==> src/rtl/addsub_accumulator.sv <==
// Sequencing stage in front of a 32-bit adder-subtractor: accumulates a burst of operand beats and emits one result per burst.
// Optional feature macro: ADDSUB_SATURATE_EN (clamp the accumulator on overflow instead of wrapping).
module addsub_accumulator #(
    parameter int CNT_W = 8
) (
    input  logic             clk,
    input  logic             rst,
    input  logic             in_valid,
    output logic             in_ready,
    input  logic [31:0]      in_data,
    input  logic             in_op,
    input  logic             in_clear,
    input  logic             in_last,
    output logic [31:0]      add_a,
    output logic [31:0]      add_b,
    output logic             add_sel,
    input  logic [31:0]      add_s,
    output logic             out_valid,
    input  logic             out_ready,
    output logic [31:0]      out_data,
    output logic             out_ovf,
    output logic [CNT_W-1:0] out_count,
    output logic             dbg_state
);

    // Handshakes: a transfer happens on a rising edge where valid and ready are both high;
    // a producer holding valid keeps its payload stable until that edge, and ready never depends on valid.

    typedef enum logic {
        ACCUM = 1'b0,
        DONE  = 1'b1
    } state_t;

    state_t            state;
    state_t            state_next;
    logic [31:0]       acc;
    logic              ovf;
    logic [CNT_W-1:0]  count;
    logic              accept;
    logic              drain;
    logic              beat_ovf;
    logic [31:0]       acc_load;

    always_ff @(posedge clk) begin
        if (rst) begin
            state <= ACCUM;
        end else begin
            state <= state_next;
        end
    end

    always_comb begin
        state_next = state;
        in_ready   = 1'b0;
        out_valid  = 1'b0;
        case (state)
            ACCUM: begin
                in_ready = 1'b1;
                if (in_valid && in_last) begin
                    state_next = DONE;
                end
            end
            DONE: begin
                out_valid = 1'b1;
                if (out_ready) begin
                    state_next = ACCUM;
                end
            end
            default: state_next = ACCUM;
        endcase
    end

    assign accept    = in_valid & in_ready;
    assign drain     = out_valid & out_ready;
    assign dbg_state = (state == DONE);

    // The adder sits outside this block; its sum returns combinationally on add_s.
    assign add_a   = in_clear ? 32'h0000_0000 : acc;
    assign add_b   = in_data;
    assign add_sel = in_op;

    always_comb begin
        if (add_sel) begin
            beat_ovf = (add_a[31] != add_b[31]) && (add_s[31] != add_a[31]);
        end else begin
            beat_ovf = (add_a[31] == add_b[31]) && (add_s[31] != add_a[31]);
        end
    end

`ifdef ADDSUB_SATURATE_EN
    // On overflow the true result has the sign of add_a, so clamp toward that sign.
    assign acc_load = beat_ovf ? (add_a[31] ? 32'h8000_0000 : 32'h7FFF_FFFF) : add_s;
`else
    assign acc_load = add_s;
`endif

    always_ff @(posedge clk) begin
        if (rst || drain) begin
            acc   <= '0;
            ovf   <= 1'b0;
            count <= '0;
        end else if (accept) begin
            acc <= acc_load;
            ovf <= ovf | beat_ovf;
            if (count != '1) begin
                count <= count + CNT_W'(1);
            end
        end
    end

    assign out_data  = acc;
    assign out_ovf   = ovf;
    assign out_count = count;

endmodule
==> config.mk <==
export PLATFORM = sky130hd
export DESIGN_NAME = addsub_accumulator
export DESIGN_NICKNAME = d
export VERILOG_FILES = /design/src/rtl/addsub_accumulator.sv
export SDC_FILE = /design/constraint.sdc
export NUM_CORES = 1
export LEC_CHECK = 0
export ABC_AREA = 1
export CORE_ASPECT_RATIO = 1.2
export CORE_MARGIN = 5
export CORE_UTILIZATION = 32
export CTS_CLUSTER_SIZE = 16
export DETAILED_ROUTE_END_ITERATION = 16
export GPL_TIMING_DRIVEN = 0
export PLACE_DENSITY_LB_ADDON = 0.08
export RECOVER_POWER = 100
export SYNTH_ARGS = -nofsm -noshare
export SYNTH_HDL_FRONTEND = slang
export SYNTH_SLANG_ARGS = --single-unit
==> constraint.sdc <==
create_clock -name clk -period 1.5 [get_ports clk]
set_clock_uncertainty 0.1 [all_clocks]
set_input_delay 0.225 -clock clk [delete_from_list [all_inputs] [get_ports clk]]
set_output_delay 0.225 -clock clk [all_outputs]
set_load 0.02 [all_outputs]
Word level (Yosys, flattened, before mapping) --
Cells that the tools add are included.
Cells by class: multiplexer cells 7, reductions and logical operators 5, equal/unequal tests 4, divide/modulo/power cells 0, shift operators 0, multipliers 0, add/sub/neg operators 1, bitwise operators 4, order comparisons 0
Operator list (number):
- two-way mux 32 bit | 1
- adder 8 x 1 -> 8 bit, second input constant | 1
- != test 8 bit, second input constant | 1
- two-way mux 1 bit | 5
- logical AND 1 bit | 3
- bitwise AND 1 bit | 2
- != test 1 bit | 2
- one-hot mux 1 bit (2 select lines) | 1
- AND reduction 2 bit | 1
- equality test 1 bit | 1
- logical OR 1 bit | 1
- inverter 1 bit | 1
- bitwise OR 1 bit | 1
Storage, ports and cells: bits in writable memories 0, register bits after elaboration 42, memory bits (read-only) 0, memories 0, input bits 71, output and inout port bits 109, logic and storage cells 25, latch bits 0

Longest topological paths before layout --
word-level depth 5, gate-level depth with buffers 9, gate-level depth less buffers 8

Worst setup path after synthesis --
OpenSTA, ideal clock, no wires.
path kind register to register, start point register count[0] (netlist: out_count[0]), end point register count[4] (netlist: out_count[4]), cell stages (with the launch flop) 10, arrival time 1.307 ns, library setup time 0.113 ns, required time 1.287 ns, slack -0.020 ns, period minus slack after synthesis 1.520 ns, buffers on the path 1, path through dfxtp_1 > ha_1 > nand2_1 > nor2_2 > nand2_1 > buf_6 > nand3_1 > nand2_1 > nand2_1 > nor2_1
On the way: longest elaborated chain between the ends 2, elaborated cells between the ends (all ways) 3, classes of those cells add/sub: 1; eq/ne: 1; reduce/logical: 1
RTL lines:
- from (decl) | RTL line 38 | logic [CNT_W-1:0] count;
- from (signal assigned) | RTL line 106 | count <= count + CNT_W'(1);
- branches (longest 2 deep; another with adder 8 x 1 -> 8 bit)
Parallel ways; which one is timed is not known. A chain may end at the register's enable or synchronous reset.

Worst setup path in the final report --
start point input port in_data[31], end point output port add_b[31]
RTL lines:
- from (decl) | RTL line 10 | input logic [31:0] in_data,
- to (decl) | RTL line 15 | output logic [31:0] add_b,
No word-level cell between the ends.

==> impl_metrics.yaml <==
run_status:
  outcome: "completed"
clock_tree:
  clock_path_buffers: 2
  clockRootBuffer: "clkbuf_8"
  cts_tree: "done"
  cts_made_buffers: 5
  cts_sinks: 42
  worstSkewPairLatency_ns: 0.29
  htree_levels: 2
  clk_pin_slew_ns: 0.07
layout:
  multiInputGateArea_um2: 779
  design_area_um2: 3660
  regArea_um2: 852
  antenna_cells: 0
  nNetsFinal: 526
  final_cells: 539
  mostFrequentLayoutCell: "inv_1"
  area_growth_syn_to_layout_pct: 71.1
  utilization_pct: 56.4
  most-common-layout-cells: "inv_1, dlygate4sd2_1, nor2_1"
  fill_cells: 680
  drive_gt1_share_pct: 18.1
die:
  die_height_um: 99.5
  rows: 32
  io_pins: 180
  core_um2: 6490
  start_util_pct: 32.9
  die_w_um: 84.6
  dieArea_um2: 8420
worst_setup_path:
  cp-end-kind: "output port"
  cp.depth: 3
  critical_path_arrival_ns: 1.15
  cpMaxStageDelayCell: "clkdlybuf4s50_1"
  critPathMaxFanout: 3
  ff2ff_path_depth: 9
  crit_family: "buffers and inverters"
  worst_setup_path_start_kind: "primary input"
  required_ns: 1.17
  path_buf_inv: 3
  path_class: "primary input to output port"
  max_stage_delay_ns: 0.53
  cp_cell_sequence: "clkdlybuf4s50_1, clkbuf_4, clkdlybuf4s15_2"
logic_synthesis:
  yosys_warnings: 0
  synth_area_um2: 2140
  synthesis.nets: 369
  synthAdderAreaFrac_pct: 0.585
  synth_xor_area_share_pct: 0.820
  synthMuxAreaShare_pct: 0
  synth_cell_types: 23
  ys_ff_latch: 42
  synth_top_family_by_area: "buffers and inverters"
  avgSynthCellArea_um2: 7.20
  synth-simple-area-share_pct: 16.8
  yosysSeqAreaShare_pct: 39.3
  synth_compound_area_share_pct: 17.2
  syn_inst: 297
detailed_routing:
  wire_per_inst_um: 12.6
  ant_nets: 0
  drt-vias-per-instance: 4.38
  drt_iter0_drc: 44
  drt_wl_total_um: 6820
  route.vias.total: 2360
  drc: 0
  drtPass1Iterations: 4
sta:
  hold_viol: 0
  relSlewSlack_pct: 80.0
  setup_viol: 0
  max_freq_ghz: 0.677
  worst_pin_slew_ns: 0.299
  slew_violations: 0
  min_period_ns: 1.48
  post-route-period-util_pct: 98.5
  rsz0062_at_grt: "no"
placed_design:
  hpwl_um: 5460
  placed_cells: 530
  io_buffers: 148
  place.gp.congestion: 0.790
  placed_cell_area_um2: 3730
grt:
  antenna_found_initial: 0
  grt_pass1_wl_um: 11000
  grt_max_degree: 12
  grt-ovfl-total: 0
  grt_pass1_vias: 2324
  grt.total_usage_pct: 16.0
min_path:
  min_path_type: "register to register"
  hold_depth: 2
run:
  maxCapViolCount: 0
pwr:
  cellPowerDensity_nw_per_um2: 779
  p_leak_nw: 1.72
  max-vdd-ir-drop_mv: 0.442
## layout make-up
type                       instances  area share [%]
inverter                          47            4.83
tap                               85            2.91
multi-input combinational        160            21.3
sequential                        42            23.3
clock buffer                       7            2.09
timing repair buffer             150            35.5
buffer                            48            10.1
## synth_stat cells, drive strengths merged
| master | number | share of area [%] |
|---|---|---|
| nand4 | 5 | 1.5 |
| xnor2 | 1 | 0.41 |
| nand3 | 7 | 1.6 |
| nand2 | 26 | 4.6 |
| ha | 1 | 0.59 |
| dfxtp | 42 | 39 |
| buf | 45 | 16 |
| o21ai | 32 | 7.5 |
| a31oi | 1 | 0.29 |
| a21oi | 38 | 9.4 |
| nand3b | 1 | 0.35 |
| nor3 | 1 | 0.23 |
| inv | 47 | 8.4 |
| nor2 | 46 | 8.5 |
| clkbuf | 3 | 0.53 |
| xor2 | 1 | 0.41 |
## routing by layer
| layer | share of wire, % | vias up | wire (um) | track usage (%) |
|---|---|---|---|---|
| li1 | - | 1203 | - | - |
| met1 | 33 | 1061 | 2270 | 15.7 |
| met2 | 53 | 91 | 3590 | 29.1 |
| met3 | 13 | 5 | 894 | 8.70 |
| met4 | 0.98 | 0 | 67 | 4.02 |
| met5 | 0 | - | 0 | 0 |
## path summary, 6_finish.rpt
path	from	endpoint	slack, ns
setup / recovery	in_data[31]	add_b[31]	0.02
hold / removal	out_ovf	out_ovf	0.35
setup reg to reg	out_count[0]	out_count[5]	0.12
hold reg to reg	out_ovf	out_ovf	0.35
## through the flow
stage,hold slack [ns],power [mW],setup WS (ns),setup TNS (ns)
after global placement,0.338,2.30,-0.746,-27.12
final,0.353,2.85,0.0230,0
after floorplan,0.273,1.79,0.0916,0
after detailed placement,0.349,2.31,-0.723,-27.29
after global routing,0.385,3.02,0.00382,0
after CTS,0.358,2.92,0.000140,0
## kinds of logic (layout without fill, tap and decap cells)
| group | count (synthesis) | after routing |
|---|---|---|
| adders and majority gates | 1 | 1 |
| DFF | 42 | 42 |
| and+or+nand+nor | 86 | 86 |
| buffers and inverters | 95 | 252 |
| xor gates and xnor gates | 2 | 2 |
| AOI/OAI and AO/OA | 71 | 71 |
## power breakdown
| group | switching (mW) | internal [mW] |
|---|---|---|
| logic | 0.502 | 0.413 |
| clock network | 0.372 | 0.321 |
| registers | 0.0451 | 1.20 |
| total | 0.919 | 1.93 |
## tightest hold or removal path, cell delays in order (launching register included)
cell and delay [ns]:
dfxtp_1 0.31, inv_1 0.05, a21oi_1 0.05
## flip-flops by register name (all words and copies together) (netlist names)
signal and count:
out_data 32, out_count 8, dbg_state 1, out_ovf 1
## what timing repair did
item / 4_1_cts / 5_1_grt
setup buffers: 0 / 2
pin swaps: 0 / 2
endpoints found under the setup margin: 78 / 36
hold buffers: 0 / 0
resized for setup: 118 / 46
No activity file was read; power rests on OpenSTA's default activity.
